## src/rtl/data_memory.sv

```systemverilog
// Word-addressed data memory with a memory-mapped output register.
// Writes fire on the rising transition of Store; reads are registered with one cycle of latency.
module data_memory #(
    parameter int          DEPTH   = 16,
    parameter logic [15:0] INIT3   = 16'h0004,
    parameter logic [15:0] IO_ADDR = 16'h00FF
) (
    input  logic        Clock,
    input  logic        Resetn,
    input  logic [15:0] Addr,
    input  logic [15:0] DataIn,
    input  logic        Store,
    output logic [15:0] DataOut,
    output logic        WrAck,
    output logic        AddrErr,
    output logic [15:0] IoOut,
    output logic [7:0]  WrCount
);

    localparam int          AW      = (DEPTH > 1) ? $clog2(DEPTH) : 1;
    localparam logic [15:0] DEPTH16 = 16'(DEPTH);

    logic [15:0]   ram [DEPTH];
    logic          store_q;
    logic          write_ev;
    logic          in_ram;
    logic          is_io;
    logic          mapped;
    logic [AW-1:0] ram_idx;

    assign write_ev = Store & ~store_q;
    assign in_ram   = (Addr < DEPTH16);
    assign is_io    = (Addr == IO_ADDR);
    assign mapped   = in_ram | is_io;
    assign ram_idx  = Addr[AW-1:0];

    // NOTE: every register, RAM words included, uses non-blocking assignment so the
    // read path below sees the pre-edge contents; write-first is done explicitly.
    always_ff @(posedge Clock) begin
        // store_q tracks Store even in reset, so a level held across release is not an edge
        store_q <= Store;
        if (Resetn) begin
            DataOut <= 16'h0000;
            WrAck   <= 1'b0;
            AddrErr <= 1'b0;
            IoOut   <= 16'h0000;
            WrCount <= 8'h00;
            // NOTE: the RAM has defined reset contents, so it is built from resettable
            // flops rather than a block RAM macro.
            for (int i = 0; i < DEPTH; i++) begin
                ram[i] <= (i == 3) ? INIT3 : 16'h0000;
            end
        end else begin
            WrAck   <= write_ev & mapped;
            AddrErr <= ~mapped;

            if (in_ram) begin
                DataOut <= write_ev ? DataIn : ram[ram_idx];
            end else if (is_io) begin
                DataOut <= write_ev ? DataIn : IoOut;
            end else begin
                DataOut <= 16'h0000;
            end

            if (write_ev && in_ram) begin
                ram[ram_idx] <= DataIn;
            end
            if (write_ev && !in_ram && is_io) begin
                IoOut <= DataIn;
            end
            if (write_ev && mapped && (WrCount != 8'hFF)) begin
                WrCount <= WrCount + 8'd1;
            end
        end
    end

endmodule

```

## config.mk

```make
export PLATFORM = sky130hd
export DESIGN_NAME = data_memory
export DESIGN_NICKNAME = d
export VERILOG_FILES = /design/src/rtl/data_memory.sv
export SDC_FILE = /design/constraint.sdc
export NUM_CORES = 1
export LEC_CHECK = 0
export ABC_AREA = 0
export CORE_MARGIN = 5
export CORE_UTILIZATION = 31
export CTS_BUF_LIST = sky130_fd_sc_hd__clkbuf_8 sky130_fd_sc_hd__clkbuf_16
export CTS_CLUSTER_SIZE = 16
export DETAILED_ROUTE_END_ITERATION = 10
export MAX_ROUTING_LAYER = met4
export PLACE_DENSITY = 0.56
export SLEW_MARGIN = 20
export SYNTH_ARGS = -nofsm -noshare
export SYNTH_HDL_FRONTEND = slang
export SYNTH_SLANG_ARGS = --single-unit
```

## constraint.sdc

```tcl
create_clock -name Clock -period 2.5 [get_ports Clock]
set_clock_uncertainty 0.05 [all_clocks]
set_input_delay 0.5 -clock Clock [delete_from_list [all_inputs] [get_ports Clock]]
set_output_delay 0.5 -clock Clock [all_outputs]
set_load 0.01 [all_outputs]
```

==> metrics.md, run 1 <==
| Metric | Value |
|---|---|
| Outcome | `completed` |
| DP HPWL | `between 20 and 25 mm` |
| Ys flop type | `edfxtp_1` |
| Asr flop ratio synth | `0` |
| Combinational fraction of design power | `0.064` |
| Post-Syn Area | `between 10000 and 15000 µm²` |
| PortBufs | `76` |
| CTS tree | `done` |
| Hold Fails Final Rpt | `0` |
| Dpl cells | `around 1600` |
| Post-synthesis cell type count | `40` |
| Clock latency on the worst-skew pair | `about 500 ps` |
| Leak | `around 6.5 nW` |
| Data arrival, critical path | `2580 ps` |
| RSZ-0062 raised after global routing | `false` |
| FP Rows | `76` |
| Worst VDD drop | `between 0.3 and 0.4 mV` |
| Power share of the sequential group | `0.492` |
| Post-Syn Nets | `~920` |
| Vias/cell | `4.67` |
| Bufs on Longest Clock Path | `3` |
| Largest net degree at the start of global routing | `43` |
| CP Capture Type | `flop` |
| Placer Congestion | `a little under 0.8` |
| GRT overflow | `0` |
| MaxCap Viol Count | `0` |
| Placed Area | `between 15000 and 20000 µm²` |
| Number of synthesized flops with an enable pin | `between 200 and 300` |
| Switch share | `0.214` |
| Setup violators final | `0` |
| Yosys top cell area share | `0.573` |
| Routed vias | `7633` |
| Root Driver | `clkbuf_16` |
| Final nets | `1061` |
| Worst-Margin Slew | `686 ps` |
| Antenna cells | `0` |
| CTS Buf Count | `35` |
| GRT Total Usage | `0.138` |
| Avg WL per Cell | `a little under 20 µm` |
| Worst min path class | `in2reg` |
| Number of H-tree levels | `2` |
| Antenna violations before repair | `0` |
| Top cell types by occurrence after synthesis | `256 x and2_1, 256 x edfxtp_1, 64 x mux4_2` |
| DR pass1 iterations | `5` |
| DRC | `0` |
| Final instance area | `between 15000 and 20000 µm²` |
| WL final | `~32 mm` |
| Rel. slew slack | `0.542` |
| Minimum clock period | `about 2400 ps` |
| Core Box Area | `~43000 µm²` |
| Power Density | `approximately 660 nW/µm²` |
| Die area | `~48000 µm²` |
| Final max-slew violation count | `0` |
| Share of cells above drive strength 1 | `0.244` |
| First-pass GRT wire length | `approximately 49 mm` |
| Critical path class | `in2reg` |
| Clock transition at the registers of the reported paths | `approximately 60 ps` |
| Critical Path Start Type | `input pin` |
| Mean Syn Cell Area | `15.2 µm²` |
| P_sw | `2.41 mW` |
| Clock network fraction of design power | `0.445` |
| Vias in the first global route | `a little under 8000` |
| Top cells by area, synth | `edfxtp_1 57%, and2_1 12%, mux4_2 11%` |
| Worst Path Max Fanout | `8` |
| DR iter-0 viols | `between 500 and 600` |
| Synth area leader | `edfxtp_1` |
| Sequential share of the synthesized area | `0.638` |
| Synth warn | `0` |
| Layout Cells excl Fill | `~1600` |
| Required @ worst endpoint | `around 2700 ps` |
| Area grow syn2layout | `26.4%` |
| Internal | `8.84 mW` |
| Number of top-level pins | `between 70 and 80` |
| Initial Utilization | `0.313` |
| Synth Instances | `between 800 and 900` |
| Setup TNS | `0 ps` |
| Die Span Y | `~220 µm` |
| CTS Sinks | `between 200 and 300` |
| Util after Layout | `0.395` |
| FMAX | `~410 MHz` |
| Tcrit/Tclk final | `0.964` |
| Antenna viol nets, final | `0` |
| Yosys reg bits | `~300` |
| Die width | `218 µm` |
worst max-delay path, stage by stage:
cell	delay [ps]
clkdlybuf4s50_1	420
or4_4	430
nor3_2	170
buf_4	160
nand2_4	50
buf_12	140
buf_6	130
nor4_4	230
or2_4	200
clkbuf_16	160
cell usage in the layout (no fill, tap or decap), types with 2 or more instances in the layout:
cell type / instances
a21oi_1: 2
a221o_1: 16
and2_1: 256
buf_12: 27
buf_2: 2
buf_4: 68
clkbuf_16: 43
clkbuf_8: 4
clkdlybuf4s50_1: 66
clkinv_1: 5
clkinv_2: 6
dfxtp_1: 43
dlymetal6s2s_1: 6
edfxtp_1: 256
inv_1: 6
mux2i_1: 50
mux4_2: 64
nand2_1: 7
nand2_4: 2
nand2b_1: 6
nand3_1: 5
nor2_1: 29
nor3_1: 2
nor3_2: 2
nor3_4: 6
nor4_1: 8
nor4_2: 2
nor4_4: 4
o22ai_1: 16
or2_2: 10
or2_4: 6
or3_1: 2
or4_1: 2
or4_4: 3
xnor2_1: 3
registers in the layout (all words and copies together) (netlist names):
name	count
IoOut	16
WrCount	8
ram	256
WrAck	1
AddrErr	1
store_q	1
DataOut	16
final timing paths:
kind / start / end / slack, ps / depth (start not counted)
setup / recovery: Addr[15] / ram[8][0] / 90 / 10
hold / removal: Store / store_q / 450 / 1
setup reg to reg: store_q / ram[8][0] / 460 / 9
hold reg to reg: IoOut[6] / DataOut[6] / 460 / 1
layout make-up:
cell class	instances	area [µm²]
sequential	299	8550
clock inverter	18	106
multi-input combinational	514	4620
inverter	1	3.75
timing repair buffer	174	1910
clock buffer	43	1030
tap	585	732
fill	3888	25900
power groups by stage:
stage / logic [mW] / clock network [mW] / registers (mW)
6_report: 0.718 / 5.00 / 5.53
5_1_grt: 0.766 / 5.32 / 5.54
4_1_cts: 0.710 / 5.12 / 5.53
3_5_place_dp: 0.709 / 0 / 5.64
3_3_place_gp: 0.704 / 0 / 5.63
2_1_floorplan: 0.348 / 0 / 5.62
what timing repair did:
action | 4_1_cts | 5_1_grt
hold endpoints to repair | 0 | 0
setup endpoints to repair | 8 | 177
cloned | 0 | 4
resized for setup | 1 | 14
pin swaps | 1 | 11
setup buffers | 0 | 3
hold buffers | 0 | 0
through the flow:
step           power [mW]  hold WS [ps]  setup slack, ps
6_report             11.3           455             89.6
4_1_cts              11.4           431             1.85
2_1_floorplan        5.97           458             2.86
5_1_grt              11.6           452             17.4
3_5_place_dp         6.35           447             -520
3_3_place_gp         6.34           447             -547
per-layer routing:
metal  track usage  share of wire  routed length, µm  up-vias
li1              -              -                  -     3567
met2         0.220           0.49              15700      173
met3        0.0203          0.047               1510       40
met4        0.0268          0.015                478        0
met1         0.191           0.45              14600     3853
met5             -              0                  0        -
kinds of logic after synthesis:
family,count (synthesis),synth area share
and+or+nand+nor,358,0.171
adders and majority gates,1,0.000933
muxes,114,0.145
DFF,299,0.638
AOI/OAI and AO/OA,37,0.0224
buffers and inverters,67,0.0207
xor gates and xnor gates,4,0.00261
Power figures use the tool's default switching activity.
==> inputs of run 2 (changes only) <==
--- a/config.mk
+++ b/config.mk
@@ -11,8 +11,9 @@
 export CTS_BUF_LIST = sky130_fd_sc_hd__clkbuf_8 sky130_fd_sc_hd__clkbuf_16
 export CTS_CLUSTER_SIZE = 16
 export DETAILED_ROUTE_END_ITERATION = 10
+export DONT_BUFFER_PORTS = 1
 export MAX_ROUTING_LAYER = met4
-export PLACE_DENSITY = 0.56
+export PLACE_DENSITY = 0.53
 export SLEW_MARGIN = 20
 export SYNTH_ARGS = -nofsm -noshare
 export SYNTH_HDL_FRONTEND = slang
==> run 2 against run 1 <==
Net effect: count of clock-buffer cells in the layout fell by 1; maximum frequency increased by 19%; critical endpoint is now ram[4][8]; first-iteration DRC count shrank 13%; critical path type unchanged; highest routed layer unchanged; combinational power decreased by 41%; worst setup slack improved by 380 ps; sequential cell count unchanged; power shrank 5.5%; routed wire length decreased by 2.0%.
==> metrics.md, run 2 (synthesis gave the netlist of run 1 again) <==
| Metric | Value |
|---|---|
| Number of top-level pins | `77 (unchanged)` |
| DP HPWL | `20.7 mm (was 22.3 mm)` |
| CTS Sinks | `299 (unchanged)` |
| Die area | `47500 µm² (unchanged)` |
| CP peak stage delay | `530 ps (was 430 ps)` |
| R2R cell count | `6 (was 9)` |
| Setup WS pre-CTS | `-35.2 ps (was -520 ps)` |
| DR iter-0 viols | `506 (was 584)` |
| Core Box Area | `42900 µm² (unchanged)` |
| Slowest CP cell | `or4_4 (unchanged)` |
| Fillers | `4028 (was 3888)` |
| Outcome | `completed (unchanged)` |
| Minimum clock period | `2030 ps (was 2410 ps)` |
| Avg WL per Cell | `20.9 µm (was 19.7 µm)` |
| GRT Total Usage | `0.137 (was 0.138)` |
| WL final | `31.5 mm (was 32.2 mm)` |
| Most frequent cells in the layout | `256 x and2_1, 256 x edfxtp_1, 64 x mux4_2 (was 256 x and2_1, 256 x edfxtp_1, 68 x buf_4)` |
| Routed wl met2 | `15.2 mm (was 15.7 mm)` |
| Antenna cells | `0 (unchanged)` |
| Initial Utilization | `0.313 (unchanged)` |
| Met3 WL | `1.97 mm (was 1.51 mm)` |
| Reg with most FFs | `ram (unchanged)` |
| Data arrival, critical path | `2150 ps (was 2580 ps)` |
| Setup TNS | `0 ps (unchanged)` |
| PortBufs | `0 (was 76)` |
| Uppermost layer routed | `met4 (unchanged)` |
| Die width | `218 µm (unchanged)` |
| Vias/cell | `4.79 (was 4.67)` |
| Final worst slack | `472 ps (was 89.6 ps)` |
| Internal | `8.52 mW (was 8.84 mW)` |
| Power share of the sequential group | `0.520 (was 0.492)` |
| Power Density | `683 nW/µm² (was 664 nW/µm²)` |
| Critical-path cell list | `or4_4, nor3_2, nand2_2, buf_12, nor4_4, or2_4 (was clkdlybuf4s50_1, or4_4, nor3_2, buf_4, nand2_4, buf_12, buf_6, nor4_4, or2_4, clkbuf_16)` |
| CTS Buf Count | `35 (unchanged)` |
| Rel. slew slack | `0.434 (was 0.542)` |
| Hold Fails Final Rpt | `0 (unchanged)` |
| Critical path class | `in2reg (unchanged)` |
| Tcrit/Tclk final | `0.811 (was 0.964)` |
| Root Driver | `clkbuf_16 (unchanged)` |
| FMAX | `493 MHz (was 415 MHz)` |
| MaxCap Viol Count | `0 (unchanged)` |
| FP Rows | `76 (unchanged)` |
| Clock network fraction of design power | `0.440 (was 0.445)` |
| P_sw | `2.12 mW (was 2.41 mW)` |
| Clock transition at the registers of the reported paths | `60 ps (about the same)` |
| Leak | `5.86 nW (was 6.54 nW)` |
| Combinational fraction of design power | `0.040 (was 0.064)` |
| Antenna violations before repair | `0 (unchanged)` |
| Largest net degree at the start of global routing | `72 (was 43)` |
| Share of cells above drive strength 1 | `0.213 (was 0.244)` |
| Tot Pwr | `10.6 mW (was 11.3 mW)` |
| Worst min path class | `in2reg (unchanged)` |
| CTS tree | `done (unchanged)` |
| Final max-slew violation count | `0 (unchanged)` |
| Final nets | `941 (was 1061)` |
| Vias in the first global route | `7647 (was 7886)` |
| Post-route met1 wirelength | `13.8 mm (was 14.6 mm)` |
| Post_cts resized | `0 (was 1)` |
| Setup violators final | `0 (unchanged)` |
| Bufs on Longest Clock Path | `3 (unchanged)` |
| CP Capture Type | `flop (unchanged)` |
| Largest regs | `ram: 256 flops, DataOut: 16 flops, IoOut: 16 flops (unchanged)` |
| DR pass1 iterations | `5 (unchanged)` |
| Area grow syn2layout | `16.3% (was 26.4%)` |
| Critical Path Start Type | `input pin (unchanged)` |
| Routed vias | `7221 (was 7633)` |
| Worst VDD drop | `0.321 mV (was 0.394 mV)` |
| Required @ worst endpoint | `2630 ps (was 2670 ps)` |
| DRC | `0 (unchanged)` |
| RSZ-0062 raised after global routing | `false (unchanged)` |
| Number of H-tree levels | `2 (unchanged)` |
| GRT overflow | `0 (unchanged)` |
| Antenna viol nets, final | `0 (unchanged)` |
| Worst-Margin Slew | `846 ps (was 686 ps)` |
| First-pass GRT wire length | `48.8 mm (was 49.3 mm)` |
| Die Span Y | `218 µm (unchanged)` |
| Clock latency on the worst-skew pair | `500 ps (about the same)` |
| Worst Path Max Fanout | `16 (was 8)` |
| Placer Congestion | `0.746 (was 0.771)` |
| Switch share | `0.199 (was 0.214)` |
| Max reg flops | `256 (unchanged)` |
| Worst Hold Depth | `1 (unchanged)` |
[run 2: per-stage QoR]
stage / instances / utilization / hold slack [ps] / instance area [µm²]
5_1_grt: 1509 / 0.363 / 13.6 / 15600
3_3_place_gp: 1449 / 0.338 / 477 / 14500
3_5_place_dp: 1449 / 0.338 / 478 / 14500
2_1_floorplan: 880 / - / 458 / 13400
4_1_cts: 1509 / 0.363 / 3.23 / 15600
6_report: 1509 / 0.363 / 22.5 / 15600
[run 2: per-layer routing]
layer | up-vias | GRT usage
li1 | 3324 | -
met5 | - | -
met1 | 3684 | 0.177
met3 | 46 | 0.0286
met2 | 167 | 0.226
met4 | 0 | 0.0283
[run 2: worst paths after layout]
| kind | endpoint | start | slack (ps) |
|---|---|---|---|
| worst min-delay path | WrCount[3] | Resetn | 20 |
| worst max register to register | ram[4][8] | store_q | 480 |
| worst min register to register | WrCount[5] | WrCount[5] | 510 |
| worst max-delay path | ram[4][8] | Addr[10] | 470 |
[run 2: power groups by stage]
stage | registers [mW] | logic [mW] | clock network [mW]
floorplan | 5.62 | 0.348 | 0
global placement | 5.63 | 0.414 | 0
detailed placement | 5.64 | 0.417 | 0
CTS | 5.53 | 0.431 | 4.80
global route | 5.54 | 0.448 | 5.02
finish | 5.53 | 0.422 | 4.68
[run 2: cell type report]
cell class              count  area, µm²  area share
clock buffers              42        995      0.0638
clock inverters            14       60.1     0.00385
inverters                   1       3.75    0.000241
multi-input cells         514       4590       0.295
flip-flops and latches    299       8550       0.548
well taps                 585        732      0.0470
repair buffers             54        653      0.0419
[run 2: worst max-delay path: cells and delay by family]
family                 cells  cell delay [ps]
buffers and inverters      1              180
and+or+nand+nor            5             1450
[run 2: what timing repair did]
action	4_1_cts	5_1_grt
setup buffers	0	0
hold endpoints to repair	19	0
hold buffers	4	0
==> inputs of run 3 (changes only) <==
--- a/config.mk
+++ b/config.mk
@@ -13,7 +13,7 @@
 export DETAILED_ROUTE_END_ITERATION = 10
 export DONT_BUFFER_PORTS = 1
 export MAX_ROUTING_LAYER = met4
-export PLACE_DENSITY = 0.53
+export PLACE_DENSITY = 0.52
 export SLEW_MARGIN = 20
 export SYNTH_ARGS = -nofsm -noshare
 export SYNTH_HDL_FRONTEND = slang
==> constraint.sdc (replaced) <==
create_clock -name Clock -period 2.04 [get_ports Clock]
set_clock_uncertainty 0.05 [all_clocks]
set_input_delay 0.408 -clock Clock [delete_from_list [all_inputs] [get_ports Clock]]
set_output_delay 0.408 -clock Clock [all_outputs]
set_load 0.01 [all_outputs]
==> run 3 against run 2 <==
Net effect: routed wire length rose by 16%; count of clock-buffer cells in the layout decreased by 4; clock power rose by 26%; critical path type unchanged; register-to-register slack lost 380 ps; power up 25%; largest power group unchanged; first-iteration DRC count rose by 23%; core utilization increased by 1.1 points; hold slack better by 2.5 ps; sequential power increased by 23%; global-route usage grew 1.8 points.
==> metrics.md, run 3 (synthesis gave the netlist of run 1 again) <==
| Metric | Value |
|---|---|
| Outcome | `completed (unchanged)` |
| Placer Congestion | `0.761 (was 0.746)` |
| Core Box Area | `42900 µm² (unchanged)` |
| DR iter-0 viols | `622 (was 506)` |
| Routed vias | `7518 (was 7221)` |
| Leak | `6.11 nW (was 5.86 nW)` |
| Critical path class | `in2reg (unchanged)` |
| Slowest CP cell | `or4_4 (unchanged)` |
| Hold Fails Final Rpt | `0 (unchanged)` |
| Buf/Inv on CP | `3 (was 1)` |
| Die width | `218 µm (unchanged)` |
| Largest regs | `ram: 256 flops, DataOut: 16 flops, IoOut: 16 flops (unchanged)` |
| Vias/cell | `4.83 (was 4.79)` |
| Largest net degree at the start of global routing | `72 (unchanged)` |
| R2R Path End | `ram[13][13] (was ram[4][8])` |
| Reg with most FFs | `ram (unchanged)` |
| Area grow syn2layout | `19.6% (was 16.3%)` |
| CTS tree | `done (unchanged)` |
| MaxCap Viol Count | `0 (unchanged)` |
| Fillers | `3977 (was 4028)` |
| GRT overflow | `0 (unchanged)` |
| CP most frequent cell | `buf_4` |
| Antenna violations before repair | `0 (unchanged)` |
| CP Capture Type | `flop (unchanged)` |
| Placed Area | `14700 µm² (was 14500 µm²)` |
| CTS Buf Count | `35 (unchanged)` |
| Final nets | `982 (was 941)` |
| Die area | `47500 µm² (unchanged)` |
| Clock latency on the worst-skew pair | `510 ps (was 500 ps)` |
| GRT Total Usage | `0.155 (was 0.137)` |
| Most frequent cells in the layout | `256 x and2_1, 256 x edfxtp_1, 64 x mux4_2 (unchanged)` |
| Power Density | `828 nW/µm² (was 683 nW/µm²)` |
| Crit path max-delay family | `simple AND/OR/NAND/NOR gates (unchanged)` |
| Final worst slack | `85.3 ps (was 472 ps)` |
| FP Rows | `76 (unchanged)` |
| First-pass GRT wire length | `53.0 mm (was 48.8 mm)` |
| Number of top-level pins | `77 (unchanged)` |
| Origin of the critical flop-to-flop path | `store_q (unchanged)` |
| Avg WL per Cell | `23.5 µm (was 20.9 µm)` |
| Number of H-tree levels | `2 (unchanged)` |
| Final max-slew violation count | `0 (unchanged)` |
| Root Driver | `clkbuf_16 (unchanged)` |
| Worst Hold Depth | `1 (unchanged)` |
| Tcrit/Tclk final | `0.958` |
| Initial Utilization | `0.313 (unchanged)` |
| Worst Path Max Fanout | `10 (was 16)` |
| Clock transition at the registers of the reported paths | `60 ps (about the same)` |
| DR pass1 iterations | `5 (unchanged)` |
| FF-to-FF setup slack | `100 ps (was 480 ps)` |
| Data arrival, critical path | `2130 ps (was 2150 ps)` |
| Share of cells above drive strength 1 | `0.239 (was 0.213)` |
| Worst min path class | `in2reg (unchanged)` |
| Rel. slew slack | `0.634 (was 0.434)` |
| Setup TNS | `0 ps (unchanged)` |
| FMAX | `a little over 500 MHz` |
| DP HPWL | `22.4 mm (was 20.7 mm)` |
| WL final | `36.6 mm (was 31.5 mm)` |
| Setup WS pre-CTS | `-451 ps (was -35.2 ps)` |
| Vias in the first global route | `7792 (was 7647)` |
| Minimum clock period | `around 2000 ps` |
| PortBufs | `0 (unchanged)` |
| DRC | `0 (unchanged)` |
| CTS Sinks | `299 (unchanged)` |
| Critical-path cell list | `or4_4, nor3_4, buf_4, nand4b_1, buf_4, nor2_1, or2_4, buf_12 (was or4_4, nor3_2, nand2_2, buf_12, nor4_4, or2_4)` |
| Critical Path Start Type | `input pin (unchanged)` |
| Worst VDD drop | `0.357 mV (was 0.321 mV)` |
| Final instance area | `16000 µm² (was 15600 µm²)` |
| Antenna viol nets, final | `0 (unchanged)` |
| R2R cell count | `8 (was 6)` |
| Worst-Margin Slew | `544 ps (was 846 ps)` |
| RSZ-0062 raised after global routing | `false (unchanged)` |
| Bufs on Longest Clock Path | `3 (unchanged)` |
| Hold Path Origin | `DataIn[10] (was Resetn)` |
| Setup violators final | `0 (unchanged)` |
| CP peak stage delay | `540 ps (was 530 ps)` |
| Max reg flops | `256 (unchanged)` |
| Required @ worst endpoint | `2220 ps (was 2630 ps)` |
| Hold EP | `DataOut[10] (was WrCount[3])` |
| Die Span Y | `218 µm (unchanged)` |
[run 3: power breakdown]
part | leakage [nW] | internal (mW) | switching [mW]
logic | 2.45 | 0.333 | 0.295
clock network | 0.562 | 3.41 | 2.47
registers | 3.09 | 6.74 | 0.0371
[run 3: per-layer routing]
layer  GRT usage  up-vias  part of all wire
met5           -        -                 0
met4      0.0381        0             0.018
met3      0.0318       39             0.062
met2       0.252      214              0.48
met1       0.202     3848              0.44
li1            -     3417                 -
[run 3: worst reg2reg max path: stages (launching register included)]
cell,delay [ps]
dfxtp_1,300
nand2b_1,190
nor3_4,200
buf_4,150
nand4b_1,100
buf_4,190
nor2_1,160
or2_4,180
buf_12,140
[run 3: how the worst max path moves through the flow]
stage                        start          end  slack [ps]  cells after the start
final                     Addr[10]  ram[13][13]          90                      8
after global routing       store_q   ram[13][9]           1                      8
after global placement    Addr[15]  ram[15][10]        -430                      6
after floorplan           Addr[15]    ram[3][0]        -270                      6
after detailed placement  Addr[15]  ram[15][10]        -450                      6
after CTS                  store_q    ram[4][9]          -4                      6
[run 3: final cells by class]
type                    count  area, µm²  area share
flip-flops and latches    299       8550       0.533
well taps                 585        732      0.0456
clock buffers              38        928      0.0579
inverters                   1       3.75    0.000234
clock inverters            24        144     0.00897
multi-input cells         519       4700       0.293
diodes                      1       2.50    0.000156
repair buffers             90        978      0.0610
[run 3: per-stage QoR]
step           total power [mW]  hold WS (ps)   util  instances
2_1_floorplan              7.33           386      -        880
3_3_place_gp               7.47           386  0.343       1469
3_5_place_dp               7.47           386  0.343       1469
4_1_cts                    13.4          4.07  0.372       1550
5_1_grt                    13.7          13.0  0.374       1556
6_report                   13.3          24.9  0.374       1557
[run 3: repair_timing]
item | 4_1_cts | 5_1_grt
cloned | 1 | 4
endpoints found under the hold margin | 41 | 0
setup buffers | 0 | 2
hold buffers | 18 | 0
pin swaps | 2 | 7
setup endpoints to repair | 31 | 200
resized for setup | 1 | 6
